`src/rtl/des_key_schedule_pkg.sv`:
```
// Shared tables, FSM encoding and permutation helpers for the DES key schedule.
package des_key_schedule_pkg;

    localparam int unsigned NUM_ROUNDS = 16;

    typedef enum logic [1:0] {StIdle, StLoad, StGen, StDone} state_e;

    // DES bit numbers (1 = MSB) selected by PC-1; parity bits 8,16,..,64 never appear.
    localparam int unsigned PC1_TAB [56] = '{
        57, 49, 41, 33, 25, 17,  9,  1, 58, 50, 42, 34, 26, 18,
        10,  2, 59, 51, 43, 35, 27, 19, 11,  3, 60, 52, 44, 36,
        63, 55, 47, 39, 31, 23, 15,  7, 62, 54, 46, 38, 30, 22,
        14,  6, 61, 53, 45, 37, 29, 21, 13,  5, 28, 20, 12,  4
    };

    // DES bit numbers of the 56-bit C||D pair selected by PC-2.
    localparam int unsigned PC2_TAB [48] = '{
        14, 17, 11, 24,  1,  5,  3, 28, 15,  6, 21, 10,
        23, 19, 12,  4, 26,  8, 16,  7, 27, 20, 13,  2,
        41, 52, 31, 37, 47, 55, 30, 40, 51, 45, 33, 48,
        44, 49, 39, 56, 34, 53, 46, 42, 50, 36, 29, 32
    };

    // Left-rotation amount applied before each round key; sums to 28.
    localparam logic [1:0] SHIFT [NUM_ROUNDS] = '{
        2'd1, 2'd1, 2'd2, 2'd2, 2'd2, 2'd2, 2'd2, 2'd2,
        2'd1, 2'd2, 2'd2, 2'd2, 2'd2, 2'd2, 2'd2, 2'd1
    };

    function automatic logic [55:0] pc1(input logic [63:0] key);
        logic [55:0] cd;
        cd = '0;
        for (int i = 0; i < 56; i++) begin
            cd[6'(55 - i)] = key[6'(64 - PC1_TAB[i])];
        end
        return cd;
    endfunction

    function automatic logic [27:0] rol28(input logic [27:0] x, input logic [1:0] n);
        return (n == 2'd2) ? {x[25:0], x[27:26]} : {x[26:0], x[27]};
    endfunction

endpackage

```
`src/rtl/des_key_schedule_if.sv`:
```
// Handshake and storage-write bundle between the key schedule and its neighbours.
interface des_key_schedule_if #(
    parameter int unsigned ADDR_WIDTH = 4
) ();
    logic [63:0]           key_in;
    logic                  start;
    logic                  busy;
    logic                  wr_en;
    logic [ADDR_WIDTH-1:0] wr_addr;
    logic [47:0]           wr_data;
    logic                  done;

    modport master (
        output key_in, start,
        input  busy, wr_en, wr_addr, wr_data, done
    );

    modport slave (
        input  key_in, start,
        output busy, wr_en, wr_addr, wr_data, done
    );
endinterface

```
`src/rtl/des_key_schedule_pc2.sv`:
```
// Combinational PC-2: compresses the rotated 56-bit C||D pair into a 48-bit round key.
module des_key_schedule_pc2
    import des_key_schedule_pkg::*;
(
    input  logic [55:0] cd,
    output logic [47:0] kn
);
    // Pure bit selection, DES bit 1 sits at the MSB of both vectors.
    always_comb begin
        kn = '0;
        for (int i = 0; i < 48; i++) begin
            kn[6'(47 - i)] = cd[6'(56 - PC2_TAB[i])];
        end
    end
endmodule

```
`src/rtl/des_key_schedule.sv`:
```
// Expands a 64-bit DES key into 16 round keys, written to round-key storage in encrypt order.
module des_key_schedule
    import des_key_schedule_pkg::*;
#(
    parameter int unsigned DEPTH      = 16,
    parameter int unsigned ADDR_WIDTH = 4
) (
    input logic             clk,
    input logic             rst_n,
    des_key_schedule_if.slave bus
);
    state_e                state_q, state_d;
    logic [55:0]           cd_q, cd_rot;
    logic [ADDR_WIDTH-1:0] round_q, wr_addr_q;
    logic [47:0]           wr_data_q, key_rnd;
    logic                  wr_en_q, done_q;
    logic                  busy, gen_write, last_round;

    // State register.
    always_ff @(posedge clk or negedge rst_n) begin
        if (!rst_n) begin
            state_q <= StIdle;
        end else begin
            state_q <= state_d;
        end
    end

    // Next state: GEN is left once the DEPTH-1 write is on the bus.
    always_comb begin
        state_d = state_q;
        unique case (state_q)
            StIdle:  if (bus.start) state_d = StLoad;
            StLoad:  state_d = StGen;
            StGen:   if (wr_addr_q == ADDR_WIDTH'(DEPTH - 1)) state_d = StDone;
            StDone:  state_d = StIdle;
            default: state_d = StIdle;
        endcase
    end

    // FSM-derived controls; write outputs are registered one cycle ahead of the GEN cycle.
    always_comb begin
        busy       = (state_q != StIdle);
        gen_write  = (state_d == StGen);
        last_round = (round_q == ADDR_WIDTH'(DEPTH - 1));
        cd_rot     = {rol28(cd_q[55:28], SHIFT[round_q]), rol28(cd_q[27:0], SHIFT[round_q])};
    end

    des_key_schedule_pc2 u_pc2 (
        .cd (cd_rot),
        .kn (key_rnd)
    );

    // Datapath: C/D pair, round counter and the registered storage-write port.
    always_ff @(posedge clk or negedge rst_n) begin
        if (!rst_n) begin
            cd_q      <= '0;
            round_q   <= '0;
            wr_en_q   <= 1'b0;
            wr_addr_q <= '0;
            wr_data_q <= '0;
            done_q    <= 1'b0;
        end else begin
            if (state_q == StIdle && bus.start) begin
                cd_q <= pc1(bus.key_in);
            end else if (gen_write) begin
                cd_q <= cd_rot;
            end

            if (gen_write) begin
                wr_en_q   <= 1'b1;
                wr_addr_q <= round_q;
                wr_data_q <= key_rnd;
                round_q   <= last_round ? '0 : round_q + ADDR_WIDTH'(1);
            end else begin
                // Idle write port holds zeros so storage sees a harmless read.
                wr_en_q   <= 1'b0;
                wr_addr_q <= '0;
                wr_data_q <= '0;
                round_q   <= '0;
            end

            done_q <= (state_d == StDone);
        end
    end

    assign bus.busy    = busy;
    assign bus.wr_en   = wr_en_q;
    assign bus.wr_addr = wr_addr_q;
    assign bus.wr_data = wr_data_q;
    assign bus.done    = done_q;
endmodule

```
`src/flat_wrapper.sv`:
```
// flat-port wrapper written by rule: the top's interface ports become plain ports
module des_key_schedule_flat import des_key_schedule_pkg::*;
#(
    parameter int unsigned DEPTH      = 16,
    parameter int unsigned ADDR_WIDTH = 4
)
  (clk, rst_n, bus_key_in, bus_start, bus_busy, bus_wr_en, bus_wr_addr, bus_wr_data, bus_done);
  des_key_schedule_if #(.ADDR_WIDTH(ADDR_WIDTH)) bus_i ();
  input logic clk;
  input logic rst_n;
  input wire logic [$bits(bus_i.key_in)-1:0] bus_key_in;
  input wire logic [$bits(bus_i.start)-1:0] bus_start;
  output wire logic [$bits(bus_i.busy)-1:0] bus_busy;
  output wire logic [$bits(bus_i.wr_en)-1:0] bus_wr_en;
  output wire logic [$bits(bus_i.wr_addr)-1:0] bus_wr_addr;
  output wire logic [$bits(bus_i.wr_data)-1:0] bus_wr_data;
  output wire logic [$bits(bus_i.done)-1:0] bus_done;
  assign bus_i.key_in = bus_key_in;
  assign bus_i.start = bus_start;
  assign bus_busy = bus_i.busy;
  assign bus_wr_en = bus_i.wr_en;
  assign bus_wr_addr = bus_i.wr_addr;
  assign bus_wr_data = bus_i.wr_data;
  assign bus_done = bus_i.done;
  des_key_schedule #(.DEPTH(DEPTH), .ADDR_WIDTH(ADDR_WIDTH)) u_core (.clk(clk), .rst_n(rst_n), .bus(bus_i));
endmodule
```
`config.mk`:
```
export PLATFORM = sky130hd
export DESIGN_NAME = des_key_schedule_flat
export DESIGN_NICKNAME = d
export VERILOG_FILES = /design/src/rtl/des_key_schedule_pkg.sv /design/src/rtl/des_key_schedule_if.sv /design/src/rtl/des_key_schedule_pc2.sv /design/src/rtl/des_key_schedule.sv /design/src/flat_wrapper.sv
export SDC_FILE = /design/constraint.sdc
export NUM_CORES = 1
export LEC_CHECK = 0
export ABC_AREA = 0
export ABC_CLOCK_PERIOD_IN_PS = 3100
export BUFFER_PORTS_ARGS = -buffer_cell sky130_fd_sc_hd__buf_2
export CAP_MARGIN = 40
export CORE_MARGIN = 1
export CORE_UTILIZATION = 35
export CTS_CLUSTER_DIAMETER = 60
export CTS_CLUSTER_SIZE = 12
export DETAILED_ROUTE_END_ITERATION = 8
export PLACE_DENSITY = 0.63
export SLEW_MARGIN = 20
export SYNTH_ARGS = -nofsm -noshare
export SYNTH_HDL_FRONTEND = slang
export SYNTH_HIERARCHICAL = 1
export SYNTH_SLANG_ARGS = --single-unit
```
`constraint.sdc`:
```
create_clock -name clk -period 3.1 [get_ports clk]
set_input_delay 0.62 -clock clk [delete_from_list [all_inputs] [get_ports clk]]
set_output_delay 0.62 -clock clk [all_outputs]
set_load 0.05 [all_outputs]
```
# --- Word level (Yosys, flattened, before mapping) ---
# Memory sizes are Yosys's and may differ from the RTL's.
# Index checks and enable logic that the tools add are counted.
# W data, S select, Z words.
totals:
  mem_bits_ro: 32
  register_bits: 100
  n_memories: 1
  input_bits: 67
  elab_cells: 37
  out_inout_bits: 55
memory_table:
  columns: ["name", "words", "word_bits", "read_ports", "rd_ports_with_merged_regs", "wr", "line", "source"]
  rows:
  - ["(name not given)", 16, 2, 1, 0, 0, "des_key_schedule.sv:45", "cd_rot = {rol28(cd_q[55:28], SHIFT[round_q]), rol28(cd_q[27:0], SHIFT[round_q])};"]
classes:
  mux: 14
  add_sub_neg: 1
  n_reduce_logical: 4
  bitwise_logic: 1
  order_cmp: 1
  eq_ne: 8
op_table:
  columns: ["op", "n"]
  rows:
  - ["$mux W56", 2]
  - ["$mux W28", 2]
  - ["$mux W32", 1]
  - ["$mux W4", 3]
  - ["$eq A2 B2 Y1 const B", 5]
  - ["$eq A4 B4 Y1 const B", 2]
  - ["$mux W2", 4]
  - ["$pmux W2 S4", 1]
  - ["$ge A5 B5 Y1 const B", 1]
  - ["$not A4 Y5", 1]
  - ["$add A4 B1 Y4 const B", 1]
  - ["$reduce_bool A2 Y1", 2]
  - ["$eq A2 B1 Y1 const B", 1]
  - ["$logic_not A2 Y1", 1]
  - ["$logic_and A1 B1 Y1", 1]
  - ["$mux W1", 1]

# --- Depth between registers and ports, before layout ---
# Gate-level depths: netlist of the first run.
depth:
  word_depth: 8
  ltp_mapped: 9
  depth_no_buf: 7

# --- By module ---
# Netlist of the first run, hierarchy kept.
modules_own_cells:
  columns: ["mod", "n_inst", "seq_area_each_um2", "area_each_um2", "cells_per_inst"]
  rows:
  - ["des_key_schedule", 1, 2902.8, 5614.1, 488]
  - ["des_key_schedule_pc2", 1, 0.0, 364.1, 49]

# --- Worst setup path before layout of the first run ---
# OpenSTA, ideal clock, no wires.
synth_timing:
  kind: "register -> register"
  startpoint: "register u_core.round_q[1]"
  endpoint: "register u_core.wr_data_q[28] (netlist: u_core/bus.wr_data[28])"
  period_less_slack_ps: 2043
  n_path_buf: 3
  path_stages_with_launch: 9
  t_arrival_ps: 1923
  setup_ps: 120
  slack_ps: 1057
  t_required_ps: 2980
  cell_sequence: "dfrtp_1 > ha_1 > o21ai_0 > a221oi_2 > buf_6 > buf_6 > mux2_4 > buf_4 > and3_1"
synth_between:
  elab_chain_cells: 7
synth_lines:
  columns: ["element", "line", "source"]
  rows:
  - ["from (decl)", "des_key_schedule.sv:14", "logic [ADDR_WIDTH-1:0] round_q, wr_addr_q;"]
  - ["from (signal assigned)", "des_key_schedule.sv:73", "round_q <= last_round ? '0 : round_q + ADDR_WIDTH'(1);"]
  - ["$not A4 Y5 (implied by the code)", "des_key_schedule.sv:45", null]
  - ["$mem_v2 Z16 W2", null, null]
  - ["$mux W2 (implied by the code) (2 in a row)", "des_key_schedule.sv:45", null]
  - ["$eq A2 B2 Y1", "des_key_schedule_pkg.sv:40", "return (n == 2'd2) ? {x[25:0], x[27:26]} : {x[26:0], x[27]};"]
  - ["$mux W28", "des_key_schedule_pkg.sv:40", null]
  - ["via u_core.cd_rot[49]", "des_key_schedule.sv:13", "logic [55:0] cd_q, cd_rot;"]
  - ["$mux W32", "des_key_schedule.sv:69", "if (gen_write) begin"]
  - ["to (signal assigned)", "des_key_schedule.sv:72", "wr_data_q <= key_rnd;"]
  - ["to (decl)", "des_key_schedule.sv:15", "logic [47:0] wr_data_q, key_rnd;"]
# The timed path passes the listed nets, and every way through them passes these cells. The select of a mux whose other input is x is not followed.
# A chain may end at the register's enable or synchronous reset.

# --- Worst setup path in the final report of the first run ---
layout_timing:
  startpoint: "register u_core.round_q[1]"
  endpoint: "register u_core.cd_q[0]"
layout_between:
  elab_chain_cells: 8
layout_lines:
  columns: ["element", "line", "source"]
  rows:
  - ["$not A4 Y5 (implied by the code)", "des_key_schedule.sv:45", null]
  - ["$mem_v2 Z16 W2", null, null]
  - ["$mux W2 (2 in a row)", null, null]
  - ["$eq A2 B2 Y1", null, null]
  - ["$mux W28", "des_key_schedule_pkg.sv:40", null]
  - ["via u_core.cd_rot[0]", "des_key_schedule.sv:13", null]
  - ["$mux W56", "des_key_schedule.sv:65", "end else if (gen_write) begin"]
  - ["$mux W56", "des_key_schedule.sv:63", "if (state_q == StIdle && bus.start) begin"]
  - ["to (signal assigned)", "des_key_schedule.sv:64", "cd_q <= pc1(bus.key_in);"]
  - ["to (signal assigned)", "des_key_schedule.sv:66", "cd_q <= cd_rot;"]
  - ["to (decl)", "des_key_schedule.sv:13", null]
# The timed path passes the listed nets, and every way through them passes these cells. The select of a mux whose other input is x is not followed.

==> results of run 1 <==
[area by class of cell]
cell class,instances,share of cell area (%)
Clock buffer,23,6.93
Sequential cell,116,42.1
Inverter,41,2.23
Clock inverter,9,1.49
Tap cell,220,3.99
Timing Repair Buffer,100,8.34
Multi-Input combinational cell,298,35.0
[stage by stage]
step	instances	power [uW]
detailed placement	775	7050
floorplan	552	6370
global route	807	9540
finish	807	8930
global placement	774	6800
CTS	807	9000
[cells by family after synthesis]
family	after synthesis	synth area share [%]
multiplexers	56	10.6
other	1	0.0627
adder cells (fa/ha/maj)	7	1.46
buffers and inverters	138	12.5
flip-flops	116	48.6
AO/OA/AOI/OAI	119	16.5
AND/OR/NAND/NOR	99	10.2
XOR/XNOR	1	0.147
[metal layers]
layer  share of wire, %  up-vias  global-route usage (%)
li1                   -     1926                       -
met1                 45     2018                    20.0
met2                 49       85                    24.7
met3                4.2       19                    4.06
met4                1.6        0                    6.83
met5                  0        -                       0
[Yosys cell counts, drive strengths merged]
library cell,n
nor4b,1
mux2,27
nor3b,1
mux2i,29
o21ai,3
a21o,23
a221oi,1
nand4,2
a21oi,4
clkbuf,36
xnor2,1
buf,61
and2,1
inv,41
a211o,33
a211oi,30
conb,1
o211a,24
a311oi,1
nor2,8
ha,7
and3,81
nand2,4
dfrtp,116
nor3,1
[sequential cells by signal, indices dropped and copies added, names as in the netlist]
| name | flops |
|---|---|
| u_core/bus.done | 1 |
| u_core/bus.wr_addr | 4 |
| u_core/bus.wr_data | 48 |
| u_core/bus.wr_en | 1 |
| u_core/cd_q | 56 |
| u_core/round_q | 4 |
| u_core/state_q | 2 |
[worst paths after layout]
path | from | endpoint | slack [ns]
setup / recovery | u_core/round_q[1] | u_core/cd_q[0] | 0.73
hold / removal | rst_n | u_core/bus.wr_data[32] | 0.26
setup reg to reg | u_core/round_q[1] | u_core/cd_q[0] | 0.73
hold reg to reg | u_core/round_q[3] | u_core/round_q[0] | 0.54
max in group asynchronous | rst_n | u_core/bus.wr_data[47] | 2.08
min in group clk | u_core/round_q[3] | u_core/round_q[0] | 0.54
[power breakdown]
| group | internal [uW] | switching (uW) | total (uW) |
|---|---|---|---|
| combinational | 1830 | 2830 | 4660 |
| sequential | 2120 | 247 | 2370 |
| clock | 1240 | 664 | 1900 |
==> results.ini, run 1 <==
[worst_setup_path]
path_class = register to register
worst_setup_path_start_kind = register
path_cells = ha_1 > o21ai_0 > a221oi_4 > buf_12 > mux2_2 > a211o_1
slowest_delay_ns = 0.48
cp_top_family = compound AO/OA/AOI/OAI gates
reg2reg_depth = 6
critPathMaxFanout = 56
end_kind = register
cp.arrival_ns = 2.66
path_buf_inv = 1
cp.required_ns = 3.39
critical_path_depth = 6
slowest_stage = dfrtp_1

[clock_network]
numCtsBuffers = 17
clock_path_buffers = 2
htree_levels = 4
cts_resized = 0
cts_tree = yes
clk-insertion-delay-late_ns = 0.41
cts.reportedPaths.clkPinSlew_ns = 0.05
numClockSinks = 116
cts_setup_buffers = 0
hold_buffers = 0
cts-root-buf = clkbuf_16

[sta]
rsz0062_at_grt = no
relSlewSlack_pct = 53.1
fmax_mhz = 421
layout_min_cycle_time_ns = 2.37
setup_violations = 0
finalWorstSetupSlack_ns = 0.726
final_max_slew_viol_count = 0
finalCritPeriodShare_pct = 76.6
max_slew.worst_pin.slew_ns = 0.704
whs_ns = 0.264
hold_viol = 0
finClkSkew_ns = 0.00695
finalSetupTns_ns = 0

[floorplan]
die_h_um = 133
core_area_um2 = 16600
die_w_um = 133
num_rows = 47
die_area_um2 = 17600
ios = 122
start_util_pct = 35.9

[detailed_routing]
ant_nets = 0
num_vias = 4048
drt_pass1_iterations = 4
drcViolationCount = 0
wire_per_inst_um = 15.8
wirelength_mm = 12.7
drtIter0Drc = 236
vias_per_cell = 5.02

[yosys]
avgSynthCellArea_um2 = 11.1
synth_top_area_share_pct = 48.6
synthCells = 537
syn_area_um2 = 5980
synth_area_leaders = dfrtp_1 (49%), and3_1 (8.5%), buf_4 (6.0%)
ys_seq_elements = 116
yosysWarningCount = 6
ys_types = 30
synth_top_area_cell = dfrtp_1
seq_area_frac_synth_pct = 48.6

[layout]
layout_common_cells = dfrtp_1 (116), buf_2 (88), and3_1 (81), inv_1 (40), a211o_1 (32)
syn_to_final_growth_pct = 15.4
fin_nets = 648
final_common_cell = dfrtp_1
diodes = 0
drive_gt1_share_pct = 27.6
fillers = 1599
multi_input_area_um2 = 2410
final_area_um2 = 6900
final_util_pct = 41.5
ff_latch_area_um2 = 2900

[place]
place.gp.congestion = 0.735
place_ws_ns = 0.520
hpwl_mm = 7.83
port_buffers = 89
postPlaceCellArea_um2 = 6320

[global_route]
antenna_found_initial = 0
overflow = 0
grt_max_degree = 70
grt_pass1_wl_mm = 21.5
first_global_vias = 4247
track_usage_pct = 15.6

[power_and_ir_drop]
leakagePower_uw = 0.00412
ir_worst_vdd_mv = 0.862
p_per_area_nw_per_um2 = 1290

[hold_path]
min_path_type = primary input to asynchronous set/reset pin

[flow_run]
cap_violations = 0

[run_status]
status = completed

Note: power is estimated with default switching activity, not from simulation.
==> run 2: changes to the inputs <==
ABC_CLOCK_PERIOD_IN_PS = 2200   (was 3100)
clock period = 2.2 ns   (was 3.1 ns; I/O delays follow)
==> run 2 against run 1 <==
Final cell count rose by 3.2%; register-to-register slack got worse by 0.64 ns; sequential cell count is the same; via count is 2.8% higher; maximum frequency rose by 13%; largest cell class unchanged; global-route usage rose by 0.45 points; core utilization is 2.5 points higher; sequential power increased by 41%; clock skew increased by 0.00073 ns; critical path depth rose by 3.
==> results.ini, run 2 (same netlist as run 1, synthesis figures left out) <==
[clock_network]
htree_levels = 4
cts.reportedPaths.clkPinSlew_ns = 0.06
clk-insertion-delay-late_ns = 0.41
hold_buffers = 0
cts-root-buf = clkbuf_16
numCtsBuffers = 17
cts_tree = yes
numClockSinks = 116
clock_path_buffers = 2

[global_route]
first_global_vias = 4458
grtUsageMet3_pct = 3.95
use_met2_pct = 28.2
track_usage_pct = 16.0
overflow = 0
use_met1_pct = 19.0
grt_pass1_wl_mm = 22.2
grt_max_degree = 64
antenna_found_initial = 0
busiest_layer = met2

[floorplan]
num_rows = 47
start_util_pct = 35.9
die_area_um2 = 17600
die_w_um = 133
core_area_um2 = 16600
die_h_um = 133
ios = 122

[sta]
setup_violations = 0
whs_ns = 0.0753
finClkSkew_ns = 0.00768
relSlewSlack_pct = 53.2
hold_viol = 0
max_slew.worst_pin.slew_ns = 0.703
fmax_mhz = 474
finalCritPeriodShare_pct = 95.9
final_max_slew_viol_count = 0
layout_min_cycle_time_ns = 2.11
finalWorstSetupSlack_ns = 0.0898

[power_and_ir_drop]
p_per_area_nw_per_um2 = 1870
ir_worst_vdd_mv = 1.09
p_total_uw = 13700
leakagePower_uw = 0.00435

[layout]
fin_cells = 833
drive_gt1_share_pct = 31.3
largest_reg_flops = 56
syn_to_final_growth_pct = 22.5
final_common_cell = dfrtp_1
regMostFlops = u_core/cd_q
layout_common_cells = dfrtp_1 (116), buf_2 (88), and3_1 (81), inv_1 (39), a211o_1 (32)
diodes = 0
fin_nets = 675

[place]
place.gp.congestion = 0.726
port_buffers = 89
place_ws_ns = -0.436
dp.cells = 796
hpwl_mm = 8.58

[run_status]
status = completed

[worst_setup_path]
cp.arrival_ns = 2.40
critPathMaxFanout = 10
path_class = register to register
worst_setup_path_start_kind = register
end_kind = register
cp.required_ns = 2.49

[detailed_routing]
drt_pass1_iterations = 4
drcViolationCount = 0
num_vias = 4161
wire_per_inst_um = 16.3
drtIter0Drc = 238
ant_nets = 0
vias_per_cell = 5.00
wirelength_mm = 13.5

[flow_run]
cap_violations = 0

[hold_path]
min_path_type = primary input to asynchronous set/reset pin

## run 2: cell types whose count changed in the layout (fill, tap and decap cells not counted), moves of 2 or more
cell	change
clkinvlp_4	-3
clkinv_2	-4
clkinv_4	+2
bufinv_16	+3
buf_4	+17
clkbuf_8	+2
buf_12	+7
## run 2: report_power, final
group / switching [uW] / internal (uW)
logic: 4190 / 3060
clock network: 926 / 2160
registers: 349 / 2990
## run 2: final cells by class
| class | instances | area, um2 |
|---|---|---|
| Multi-Input combinational cell | 298 | 2430 |
| Inverter | 41 | 154 |
| Sequential cell | 116 | 2900 |
| Clock buffer | 24 | 502 |
| Fill cell | 1575 | 9320 |
| Tap cell | 220 | 275 |
| Timing Repair Buffer | 127 | 895 |
| Clock inverter | 7 | 168 |
## run 2: timing repair
action / 4_1_cts / 5_1_grt
endpoints found under the setup margin: 91 / 49
gates resized for setup: 6 / 11
pin swaps: 1 / 1
gates cloned: 0 / 1
buffers inserted: 5 / 0
## run 2: stage by stage
| stage | utilization [%] | instance area, um2 | TNS, ns |
|---|---|---|---|
| floorplan | - | 6030 | 0 |
| global placement | 38.9 | 6480 | -24.11 |
| detailed placement | 39.1 | 6520 | -28.72 |
| CTS | 43.6 | 7260 | 0 |
| global route | 44.0 | 7320 | -0.113 |
| finish | 44.0 | 7320 | 0 |
## run 2: path summary, 6_finish.rpt
check | start | end | slack, ns | cells past startpoint
setup reg to reg | u_core/round_q[0] | u_core/cd_q[48] | 0.09 | 9
hold reg to reg | u_core/round_q[3] | u_core/round_q[0] | 0.58 | 1
max in group asynchronous | rst_n | u_core/bus.wr_data[33] | 1.53 | 2
setup / recovery | u_core/round_q[0] | u_core/cd_q[48] | 0.09 | 9
hold / removal | rst_n | u_core/cd_q[8] | 0.08 | 1
min in group clk | bus_key_in[44] | u_core/cd_q[2] | 0.38 | 3
## run 2: critical path, cell delays in order, from the launching register on
cell      delay [ns]
dfrtp_1         0.40
inv_2           0.07
ha_2            0.21
nor4b_4         0.32
a221oi_4        0.06
buf_12          0.15
buf_4           0.13
buf_12          0.14
mux2_4          0.30
o211a_1         0.21
## run 2: layer usage
layer  wire, um  share of wire (%)
met5          0                  0
met4        153                1.1
met3        488                3.6
met2       7060                 52
met1       5840                 43
